<file path="src/rtl/lsu_pkg.sv">
// Shared types and constants for the load/store bus front-end.
package lsu_pkg;

  localparam int ADDR_W = 32;
  localparam int DATA_W = 32;
  localparam int NBYTES = DATA_W / 8;
  localparam int OFF_W  = $clog2(NBYTES);

  typedef enum logic [2:0] {IDLE, REQ, WAIT, RESP, ERR} lsu_state_e;

  localparam logic [2:0] F3_B  = 3'b000;
  localparam logic [2:0] F3_H  = 3'b001;
  localparam logic [2:0] F3_W  = 3'b010;
  localparam logic [2:0] F3_BU = 3'b100;
  localparam logic [2:0] F3_HU = 3'b101;

  typedef logic [DATA_W-1:0] word_t;
  typedef logic [NBYTES-1:0] be_t;

  // Size field 11 and the 11x encodings have no legal access width.
  function automatic logic f3_illegal(input logic [2:0] f3);
    return (f3[1:0] == 2'b11) || (f3[2:1] == 2'b11);
  endfunction

endpackage

</file>
<file path="src/rtl/store_lane_aligner.sv">
// Replicates store data onto the byte lanes selected by the address offset and
// flags halfword/word accesses that straddle their natural alignment.
module store_lane_aligner
  import lsu_pkg::*;
(
  input  logic [2:0]       func3,
  input  logic [OFF_W-1:0] off,
  input  word_t            wdata,
  output word_t            lane_wdata,
  output be_t              lane_be,
  output logic             misaligned
);

  // NOTE: every output gets a default first so no path through the case
  // leaves one unassigned, which would infer a latch.
  always_comb begin
    lane_wdata = wdata;
    lane_be    = '1;
    misaligned = 1'b0;
    case (func3[1:0])
      2'b00: begin
        lane_wdata = {NBYTES{wdata[7:0]}};
        lane_be    = be_t'(1) << off;
      end
      2'b01: begin
        lane_wdata = {(NBYTES/2){wdata[15:0]}};
        lane_be    = off[1] ? be_t'(4'b1100) : be_t'(4'b0011);
        misaligned = off[0];
      end
      2'b10: begin
        misaligned = (off != '0);
      end
      default: ;
    endcase
  end

endmodule

</file>
<file path="src/rtl/lsu_bus_interface.sv">
// Single-outstanding load/store front-end: registers one core request, drives a
// req/gnt/rvalid bus handshake with timeout, and returns the raw read word.
module lsu_bus_interface
  import lsu_pkg::*;
#(
  parameter int ADDR_WIDTH     = ADDR_W,
  parameter int DATA_WIDTH     = DATA_W,
  parameter int NUM_BYTES      = NBYTES,
  parameter int TIMEOUT_CYCLES = 255
) (
  input  logic                         clk,
  input  logic                         reset_n,
  input  logic                         req_valid,
  output logic                         req_ready,
  input  logic                         req_we,
  input  logic [2:0]                   req_func3,
  input  logic [ADDR_WIDTH-1:0]        req_addr,
  input  logic [DATA_WIDTH-1:0]        req_wdata,
  output logic                         busy,
  output logic                         resp_valid,
  output logic                         resp_err,
  output logic [DATA_WIDTH-1:0]        resp_rdata,
  output logic [$clog2(NUM_BYTES)-1:0] resp_byte_off,
  output logic [2:0]                   resp_func3,
  output logic                         mem_req,
  output logic                         mem_we,
  output logic [ADDR_WIDTH-1:0]        mem_addr,
  output logic [DATA_WIDTH-1:0]        mem_wdata,
  output logic [NUM_BYTES-1:0]         mem_be,
  input  logic                         mem_gnt,
  input  logic                         mem_rvalid,
  input  logic [DATA_WIDTH-1:0]        mem_rdata
);

  localparam int TO_W = $clog2(TIMEOUT_CYCLES + 1);
  localparam logic [TO_W-1:0] TO_LAST = TO_W'(TIMEOUT_CYCLES - 1);

  lsu_state_e             state;
  logic [TO_W-1:0]        tmo_cnt;
  logic [OFF_W-1:0]       cur_off;
  logic [2:0]             cur_func3;

  word_t                  al_wdata;
  be_t                    al_be;
  logic                   al_misaligned;
  logic                   accept, illegal, gnt_now, done_ok, done_tmo;

  store_lane_aligner u_aligner (
    .func3      (req_func3),
    .off        (req_addr[OFF_W-1:0]),
    .wdata      (req_wdata),
    .lane_wdata (al_wdata),
    .lane_be    (al_be),
    .misaligned (al_misaligned)
  );

  assign accept   = req_valid & req_ready;
  assign illegal  = f3_illegal(req_func3) | al_misaligned;
  assign gnt_now  = (state == REQ) & mem_gnt;
  // A grant and read data in the same REQ cycle complete the access directly.
  assign done_ok  = ((state == WAIT) | gnt_now) & mem_rvalid;
  assign done_tmo = (tmo_cnt == TO_LAST) &
                    (((state == REQ) & ~mem_gnt) | ((state == WAIT) & ~mem_rvalid));

  // NOTE: sequential state uses non-blocking assignments so every register
  // samples pre-edge values regardless of statement order.
  always_ff @(posedge clk or negedge reset_n) begin
    if (!reset_n) begin
      state         <= IDLE;
      tmo_cnt       <= '0;
      cur_off       <= '0;
      cur_func3     <= '0;
      req_ready     <= 1'b1;
      busy          <= 1'b0;
      resp_valid    <= 1'b0;
      resp_err      <= 1'b0;
      resp_rdata    <= '0;
      resp_byte_off <= '0;
      resp_func3    <= '0;
      mem_req       <= 1'b0;
      mem_we        <= 1'b0;
      mem_addr      <= '0;
      mem_wdata     <= '0;
      mem_be        <= '0;
    end else begin
      resp_valid <= 1'b0;
      case (state)
        IDLE: if (accept) begin
          req_ready <= 1'b0;
          if (illegal) begin
            state         <= ERR;
            resp_valid    <= 1'b1;
            resp_err      <= 1'b1;
            resp_rdata    <= '0;
            resp_byte_off <= req_addr[OFF_W-1:0];
            resp_func3    <= req_func3;
          end else begin
            state     <= REQ;
            busy      <= 1'b1;
            tmo_cnt   <= '0;
            cur_off   <= req_addr[OFF_W-1:0];
            cur_func3 <= req_func3;
            mem_req   <= 1'b1;
            mem_we    <= req_we;
            mem_addr  <= {req_addr[ADDR_WIDTH-1:OFF_W], {OFF_W{1'b0}}};
            mem_wdata <= req_we ? al_wdata : '0;
            mem_be    <= req_we ? al_be : '1;
          end
        end
        REQ, WAIT: begin
          if (gnt_now) mem_req <= 1'b0;
          if (done_ok) begin
            state         <= RESP;
            busy          <= 1'b0;
            mem_req       <= 1'b0;
            resp_valid    <= 1'b1;
            resp_err      <= 1'b0;
            resp_rdata    <= mem_we ? '0 : mem_rdata;
            resp_byte_off <= cur_off;
            resp_func3    <= cur_func3;
          end else if (done_tmo) begin
            state         <= ERR;
            busy          <= 1'b0;
            mem_req       <= 1'b0;
            resp_valid    <= 1'b1;
            resp_err      <= 1'b1;
            resp_rdata    <= '0;
            resp_byte_off <= cur_off;
            resp_func3    <= cur_func3;
          end else if (gnt_now) begin
            state   <= WAIT;
            tmo_cnt <= '0;
          end else begin
            tmo_cnt <= tmo_cnt + 1'b1;
          end
        end
        RESP, ERR: begin
          state     <= IDLE;
          req_ready <= 1'b1;
        end
        default: state <= IDLE;
      endcase
    end
  end

endmodule

</file>
<file path="config.mk">
export PLATFORM = sky130hd
export DESIGN_NAME = lsu_bus_interface
export DESIGN_NICKNAME = d
export VERILOG_FILES = /design/src/rtl/lsu_pkg.sv /design/src/rtl/store_lane_aligner.sv /design/src/rtl/lsu_bus_interface.sv
export SDC_FILE = /design/constraint.sdc
export NUM_CORES = 1
export LEC_CHECK = 0
export CAP_MARGIN = 15
export CORE_MARGIN = 2
export CORE_UTILIZATION = 44
export CTS_CLUSTER_SIZE = 14
export DETAILED_ROUTE_END_ITERATION = 10
export HOLD_SLACK_MARGIN = 0.15
export PLACE_DENSITY_LB_ADDON = 0.25
export SLEW_MARGIN = 20
export SYNTH_ARGS = -nofsm -noshare
export SYNTH_HDL_FRONTEND = slang
export SYNTH_HIERARCHICAL = 1
export SYNTH_SLANG_ARGS = --single-unit
</file>
<file path="constraint.sdc">
create_clock -name clk -period 2.5 [get_ports clk]
set_input_delay 0.375 -clock clk [delete_from_list [all_inputs] [get_ports clk]]
set_output_delay 0.375 -clock clk [all_outputs]
set_load 0.05 [all_outputs]
</file>
==> flow_metrics.py, run 1 <==
metrics = {
    "run_status": {
        "outcome": "finished, final reports clean",
    },
    "global_route": {
        "grt_pass1_vias": 5166,
        "overflow": 0,
        "grt_max_degree": 66,
        "grt_usage_pct": 24.1,
        "antenna_found_initial": 0,
        "grt_pass1_wl_um": 25400,
    },
    "synthesis": {
        "synthXorXnorAreaFrac_pct": 0,
        "syn_avg_cell_area_sq_um": 9.48,
        "synth_seq_cells": 125,
        "synth_top_family_by_area": "simple AND/OR/NAND/NOR gates",
        "synth-main-ff-cell": "dfrtp_1",
        "synth_compound_area_share_pct": 13.6,
        "synthCells": 592,
        "synthAdderAreaFrac_pct": 1.34,
        "synth-seq-area-share_pct": 55.7,
        "synth_mux_area_share_pct": 2.34,
        "ys_warn_count": 6,
        "synth_top_area_share_pct": 55.3,
        "synthSimpleGateAreaFrac_pct": 21.8,
        "synth_edf_count": 0,
        "synth_top_cell_by_area": "dfrtp_1",
        "netlist_area_sq_um": 5610,
        "ys_types": 48,
        "async_flop_share_pct": 100,
        "synth_area_leaders": "dfrtp_1 55%, nand2_1 13%, a22o_1 6.2%",
    },
    "worst_setup_path": {
        "r2r-end": "resp_rdata[25]$_DFFE_PN0P_",
        "crit_fanout": 4,
        "cp_slowest_cell": "clkdlybuf4s50_1",
        "critPathMostFrequentCell": "buf_4",
        "slowest_delay_ns": 0.42,
        "cp.buffers_inverters": 4,
        "ff2ff_path_depth": 5,
        "crit_arrival_ns": 2.58,
        "crit_family": "buffers and inverters",
        "worstPathRequired_ns": 2.79,
        "r2r_slack_ns": 0.31,
        "worstPathCellList": "clkdlybuf4s50_1, buf_4, ha_1, nand2_1, a21boi_0, buf_4, nor4_4, o211ai_1, buf_4, a221o_1",
        "r2r-start": "state[1]$_DFFE_PN0P_",
        "worstSetupPathType": "in -> reg",
        "cp-end-kind": "flip-flop",
        "startpoint_type": "primary input",
    },
    "route": {
        "via_per_inst": 5.14,
        "first_iter_violations": 378,
        "ant_nets": 0,
        "wl_per_cell_um": 16.4,
        "drtPass1Iterations": 5,
        "routed_wl_um": 16400,
        "remaining_drc_errors": 0,
        "vias": 5148,
    },
    "timing": {
        "setup_ws_ns": 0.205,
        "min_period_ns": 2.29,
        "fin_crit_sh_pct": 91.8,
        "maxSlewHeadroom_pct": 62.3,
        "worst_slew_pin_slew_ns": 0.563,
        "drv_slew": 0,
        "rsz0062_at_grt": "no",
        "skew_ns": 0.00797,
        "final-hold-violation-count": 0,
        "hold_slack_ns": 0.462,
        "fin_setup_tns_ns": 0,
        "fmax_ghz": 0.436,
        "setup-violations-final": 0,
    },
    "floorplan": {
        "rows": 41,
        "ios": 216,
        "coreArea_sq_um": 12500,
        "die_h_um": 117,
        "die_w_um": 117,
        "dieArea_sq_um": 13700,
        "initial_utilization_pct": 44.9,
    },
    "run": {
        "cap_viol_max_count": 0,
    },
    "clocking": {
        "root_buffer": "clkbuf_16",
        "ctsResizeCount": 0,
        "htreeDepth": 4,
        "clk_latency_ns": 0.40,
        "cts_max_path_buffers": 2,
        "cts_tree": "yes",
        "cts.clk_slew.worst_paths_ns": 0.06,
        "numCtsBuffers": 17,
        "cts.sinks": 125,
    },
    "final_layout": {
        "syn_to_final_growth_pct": 53.5,
        "n_antenna_cell": 0,
        "fin_nets": 928,
        "drive_gt1_share_pct": 10.1,
        "final_cells": 1002,
    },
    "power_and_ir_drop": {
        "vdd_drop_max_mv": 0.947,
        "p_leak_nw": 4.06,
        "total_power_mw": 12.0,
        "power.density_nw_per_um2": 1400,
    },
    "placement": {
        "post-place-ws_ns": -0.210,
        "portBuffers": 213,
        "dp_cells": 967,
        "detailed_place_hpwl_um": 11800,
        "gp_congestion": 0.877,
    },
    "worst_hold_path": {
        "hp-class": "reg -> reg",
        "holdCritStartpoint": "mem_wdata[9]$_DFFE_PN0P_",
        "whs_endpoint": "mem_wdata[9]$_DFFE_PN0P_",
        "min_path_cells": 2,
    },
}
## layer usage
layer	track usage [%]	wire, um	vias up
met3	8.24	1400	22
met1	29.6	6720	2469
met2	40.0	8030	220
li1	-	-	2437
met5	0	0	-
met4	8.00	264	0
## report_power, final
part / leakage, nW / switching, mW / internal (mW) / total [mW]
logic: 2.19 / 4.09 / 2.27 / 6.35
registers: 1.60 / 0.528 / 2.87 / 3.40
clock network: 0.264 / 0.913 / 1.39 / 2.30
## cell families (layout without fill, tap and decap cells)
kind of cell,count (synthesis),count (layout)
AO/OA/AOI/OAI,104,104
adder cells (fa/ha/maj),6,6
buffers and inverters,59,296
flip-flops,125,125
multiplexers,10,10
other,1,2
AND/OR/NAND/NOR,287,287
## cell type report
type | instances | area (sq um)
fillers | 1023 | 3900
flip-flops and latches | 125 | 3130
repair buffers | 249 | 2450
multi-input cells | 409 | 2200
clock buffers | 18 | 439
well taps | 172 | 215
clock inverters | 14 | 123
inverters | 15 | 56.3
## worst reg2reg max path, cell delays in order (launching register included)
cell,delay [ns]
dfrtp_1,0.46
or3b_1,0.39
a2111o_1,0.53
o311a_1,0.20
buf_4,0.23
a22o_1,0.27
## registers in the layout (all words and copies together) (netlist names), 3 cells and up
signal	cells
state	3
resp_rdata	32
tmo_cnt	8
mem_be	4
mem_addr	30
resp_func3	3
cur_func3	3
mem_wdata	32
## repair_timing
item | CTS | global route
buffers inserted | 0 | 2
endpoints found under the setup margin | 0 | 2
hold buffers | 1 | 0
endpoints found under the hold margin | 31 | 0
## Yosys cell counts (3+ instances only)
master    number
a21oi_1       21
a221o_1        6
a22o_1        40
a31oi_1        5
and2_1         3
and3_1         4
buf_2         11
buf_4         10
clkbuf_1      18
dfrtp_1      124
ha_1           6
inv_1         15
mux2_2         5
mux2_4         5
nand2_1      194
nand3_1       36
nor2_1        28
nor3_1         5
o21ai_0       13
## cell usage in the layout (no fill, tap or decap), types with 6 or more instances in the layout
cell type / instances
clkdlybuf4s50_1: 212
nand2_1: 194
dfrtp_1: 124
a22o_1: 40
nand3_1: 36
buf_4: 32
nor2_1: 27
a21oi_1: 21
clkbuf_16: 17
inv_1: 15
o21ai_0: 13
a221o_1: 6
ha_1: 6
## metrics by stage
stage          area, sq um  util (%)
3_5_place_dp          8030      64.2
3_3_place_gp          8030      64.2
2_1_floorplan         5620         -
5_1_grt               8620      68.9
6_report              8620      68.9
4_1_cts               8600      68.7
## worst max path at each step
stage                             from                           end  slack (ns)  cells after the start
after detailed placement  req_func3[0]        tmo_cnt[1]$_DFFE_PN0P_       -0.21                     10
after floorplan           req_func3[1]  resp_byte_off[0]$_DFFE_PN0P_        0.27                      8
after CTS                 req_func3[0]        tmo_cnt[1]$_DFFE_PN0P_        0.14                     10
after global routing      req_func3[0]         mem_be[3]$_DFFE_PN0P_        0.02                     11
final                     req_func3[0]        tmo_cnt[7]$_DFFE_PN0P_        0.21                     10
after global placement    req_func3[0]     mem_wdata[28]$_DFFE_PN0P_       -0.10                      8
Power figures use the tool's default switching activity.
==> run 2: changes to the inputs <==
--- a/config.mk
+++ b/config.mk
@@ -5,12 +5,11 @@
 export SDC_FILE = /design/constraint.sdc
 export NUM_CORES = 1
 export LEC_CHECK = 0
-export CAP_MARGIN = 15
 export CORE_MARGIN = 2
 export CORE_UTILIZATION = 44
 export CTS_CLUSTER_SIZE = 14
 export DETAILED_ROUTE_END_ITERATION = 10
-export HOLD_SLACK_MARGIN = 0.15
+export HOLD_SLACK_MARGIN = 0.08
 export PLACE_DENSITY_LB_ADDON = 0.25
 export SLEW_MARGIN = 20
 export SYNTH_ARGS = -nofsm -noshare
==> results of run 2 <==
Final layout, timing and power as in run 1 (identical DEF).
==> variant 1, RTL diff (flow settings as in run 1) <==
The package constant `ADDR_W` goes from 32 to 36.
--- a/src/rtl/lsu_pkg.sv
+++ b/src/rtl/lsu_pkg.sv
@@ -2,5 +2,5 @@
 package lsu_pkg;
 
-  localparam int ADDR_W = 32;
+  localparam int ADDR_W = 36;
   localparam int DATA_W = 32;
   localparam int NBYTES = DATA_W / 8;
Interface: changed (resized mem_addr and req_addr); port bits go from 216 to 224. The function was not compared with the original's and may differ.
==> variant 1 against run 1 <==
First-iteration DRC count fell by 6.9%; critical path depth fell by 2; sequential share of layout area fell by 0.18 points; combinational power rose by 3%; register-to-register slack improved by 0.04 ns; clock power rose by 15%; setup slack got worse by 0.018 ns; total power rose by 4.9%; wire length rose by 3.6%; sequential power rose by 3%; sequential cell count rose by 4; area after synthesis rose by 3.1%; cell area rose by 3.7%; largest power group unchanged.
==> variant 1: results (changes against run 1) <==
outcome:
  status: "finished, final reports clean"  # unchanged
drt:
  avgViaCountPerCell: 5.30  # was 5.14
  drt-met1-wl_mm: 6.83  # was 6.72 mm
  wl_per_cell_um: 16.5  # was 16.4 µm
  drt_iter0_drc: 352  # was 378
  vias: 5465  # was 5148
synthesis:
  synth_cell_types: 51  # was 48
  ys_top_cells_by_count: "206 x nand2_1, 128 x dfrtp_1, 40 x a22o_1"  # was 194 x nand2_1, 124 x dfrtp_1, 40 x a22o_1
  synth-seq-area-share: 0.558  # was 0.557
  yosys-top-cells-area: "dfrtp_1 55%, nand2_1 13%, a22o_1 6.1%, nand3_1 3.0%, nor2_1 1.9%"  # was dfrtp_1 55%, nand2_1 13%, a22o_1 6.2%, nand3_1 3.2%, a21oi_1 1.9%
layout:
  multi_input_area_um2: 2260  # was 2200 µm²
  seq_share: 0.361  # was 0.363
  drive_gt1_frac: 0.0885  # was 0.101
  buffers: 255  # was 249
  buf_share: 0.284  # was 0.285
  nNetsFinal: 961  # was 928
clocking:
  clk_latency_ns: 0.42  # was 0.40 ns
  clock-sinks: 129  # was 125
placed_design:
  hpwl_mm: 12.3  # was 11.8 mm
  dp_slack_ns: -0.248  # was -0.210 ns
  gp_congestion: 0.833  # was 0.877
pwr:
  ir_drop_uv: 773  # was 947 µV
  pg_seq_w: 0.00349  # was 0.00340 W
  p_switching_w: 0.00575  # was 0.00553 W
  powerClk_w: 0.00264  # was 0.00230 W
sta:
  fin_worst_skew_ns: 0.00587  # was 0.00797 ns
  relSlewSlack: 0.619  # was 0.623
setup_path:
  worst-r2r-cell-count: 4  # was 5
  cp_max_fo: 6  # was 4
global_routing:
  grt_use_met3: 0.0763  # was 0.0824
  use_met1: 0.297  # was 0.296
  grt_max_degree: 47  # was 66
## variant 1: per-stage QoR
step                      instance area (µm²)  hold slack (ns)
after floorplan                          5790           0.0794
after global placement                   8290            0.393
after detailed placement                 8290            0.401
after CTS                                8940            0.465
after global routing                     8940            0.469
final                                    8940            0.469
## variant 1: logic make-up after synthesis
group                      after synthesis  synth area share
DFF                                    129             0.558
adders and majority gates                6            0.0130
muxes                                    5           0.00865
and+or+nand+nor                        304             0.223
buffers and inverters                   63            0.0538
other                                    1          0.000648
AOI/OAI and AO/OA                      111             0.143
## variant 1: path summary, 6_finish.rpt
check / from / slack (ns) / to
max in group asynchronous: reset_n / 1.31 / mem_addr[21]
hold / removal: mem_wdata[18] / 0.47 / mem_wdata[18]
hold reg to reg: mem_wdata[18] / 0.47 / mem_wdata[18]
setup / recovery: req_func3[0] / 0.19 / tmo_cnt[3]
min in group asynchronous: reset_n / 0.50 / resp_rdata[14]
setup reg to reg: state[0] / 0.35 / tmo_cnt[5]
==> variant 2, RTL diff (flow settings as in run 1) <==
Without the edit above. Register the output `resp_err` once more, without a reset; this adds one clock of latency there. The other outputs are not delayed to match.
--- a/src/rtl/lsu_bus_interface.sv
+++ b/src/rtl/lsu_bus_interface.sv
@@ -35,4 +35,6 @@
   localparam int TO_W = $clog2(TIMEOUT_CYCLES + 1);
   localparam logic [TO_W-1:0] TO_LAST = TO_W'(TIMEOUT_CYCLES - 1);
+
+  logic resp_err_s0;
 
   lsu_state_e             state;
@@ -74,5 +76,5 @@
       busy          <= 1'b0;
       resp_valid    <= 1'b0;
-      resp_err      <= 1'b0;
+      resp_err_s0   <= 1'b0;
       resp_rdata    <= '0;
       resp_byte_off <= '0;
@@ -91,5 +93,5 @@
             state         <= ERR;
             resp_valid    <= 1'b1;
-            resp_err      <= 1'b1;
+            resp_err_s0   <= 1'b1;
             resp_rdata    <= '0;
             resp_byte_off <= req_addr[OFF_W-1:0];
@@ -115,5 +117,5 @@
             mem_req       <= 1'b0;
             resp_valid    <= 1'b1;
-            resp_err      <= 1'b0;
+            resp_err_s0   <= 1'b0;
             resp_rdata    <= mem_we ? '0 : mem_rdata;
             resp_byte_off <= cur_off;
@@ -124,5 +126,5 @@
             mem_req       <= 1'b0;
             resp_valid    <= 1'b1;
-            resp_err      <= 1'b1;
+            resp_err_s0   <= 1'b1;
             resp_rdata    <= '0;
             resp_byte_off <= cur_off;
@@ -144,4 +146,8 @@
   end
 
+  always_ff @(posedge clk) begin
+    resp_err <= resp_err_s0;
+  end
+
 endmodule
 
Behaviour: not the same (Yosys sat finds a counterexample within 4 cycles, from zero or initial values and one cycle with reset_n low).
==> variant 2 against run 1 <==
Total power grew 2.3%; clock power grew 12%; core utilization up 0.42 points; combinational power barely moved; setup slack gained 0.019 ns; synthesized cell count rose by 0.17%; cell area grew 1.0%; via count is 0.99% lower; wire length is 1.9% lower; sequential share of layout area down 0.14 points; area after synthesis rose by 0.36%; sequential cell count is 1 higher; critical path type unchanged; largest cell class unchanged; highest routed layer unchanged.
==> variant 2: results (changes against run 1) <==
outcome:
  status: "finished, final reports clean"  # unchanged
synthesis:
  avgSynthCellArea_um2: 9.50  # was 9.48 µm²
  yosys-top-cells-area: "dfrtp_1 55%, nand2_1 13%, a22o_1 6.2%, nand3_1 3.2%, a21oi_1 1.9%"  # unchanged
  synth-seq-area-share: 0.559  # was 0.557
  synth_cell_types: 49  # was 48
  synth-async-reset-ratio: 0.992  # was 1.00
layout:
  reg_top3: "mem_wdata x32, resp_rdata x32, mem_addr x30"  # unchanged
  fillCellCount: 1012  # was 1023
  fin_cells: 1000  # was 1002
  nNetsFinal: 926  # was 928
pwr:
  ir_drop_uv: 851  # was 947 µV
  switching_share: 0.449  # was 0.459
  pwr-share-seq: 0.278  # was 0.282
  leakagePower_nw: 4.10  # was 4.06 nW
drt:
  drt_iter0_drc: 333  # was 378
  vias: 5097  # was 5148
  finalWirelength_mm: 16.1  # was 16.4 mm
global_routing:
  grt_use_met3: 0.0829  # was 0.0824
  grt_pass1_vias: 5158  # was 5166
  grt_max_degree: 75  # was 66
  use_met1: 0.303  # was 0.296
  grt_pass1_wl_mm: 24.9  # was 25.4 mm
  grt.met2_usage: 0.377  # was 0.400
  gr-usage-all-layers: 0.236  # was 0.241
sta:
  fin_worst_skew_ns: 0.0112  # was 0.00797 ns
  worstMarginPinSlew_ns: 0.590  # was 0.563 ns
  final.min_clock_period_ns: 2.28  # was 2.29 ns
placed_design:
  hpwl_mm: 11.6  # was 11.8 mm
  dp_slack_ns: -0.176  # was -0.210 ns
  place_area_um2: 8070  # was 8030 µm²
setup_path:
  cp_max_fo: 27  # was 4
clocking:
  cts_setup_buffers: 0  # unchanged
  clk_latency_ns: 0.41
variant 2: path summary, 6_finish.rpt:
path                                    from             to  cells past startpoint
worst max-delay path            req_func3[0]  mem_wdata[16]                      8
worst min-delay path             resp_err_s0       resp_err                      0
worst max register to register      state[1]  mem_wdata[16]                      5
worst min register to register   resp_err_s0       resp_err                      0
max in group asynchronous            reset_n      req_ready                      3
min in group asynchronous            reset_n           busy                      2
variant 2: area by class of cell:
class	count	area share
clock buffers	20	0.0536
clock inverters	12	0.0184
inverters	15	0.00647
multi-input cells	409	0.253
flip-flops and latches	126	0.362
well taps	172	0.0247
repair buffers	246	0.282
variant 2: worst max-delay path, cell delays in order:
cell	delay, ns
clkdlybuf4s50_1	0.49
inv_1	0.08
ha_1	0.29
a21boi_0	0.15
or4_2	0.74
buf_4	0.27
nand2_1	0.12
nand2_1	0.05
variant 2: per-layer routing:
layer | wire [µm] | part of all wire | vias up
li1 | - | - | 2438
met1 | 6890 | 0.43 | 2436
met2 | 7720 | 0.48 | 204
met3 | 1320 | 0.082 | 19
met4 | 178 | 0.011 | 0
met5 | 0 | 0 | -
variant 2: kinds of logic after synthesis:
kind of cell | count (synthesis) | synth area share
mux | 10 | 0.0233
other cells | 1 | 0.000666
fa+ha+maj | 6 | 0.0133
compound gates | 104 | 0.135
simple gates | 287 | 0.217
flops | 126 | 0.559
buf+inv | 59 | 0.0513
variant 2: repair_timing:
item	4_1_cts	5_1_grt
hold buffers	1	0
hold endpoints to repair	25	0
resized for setup	0	0
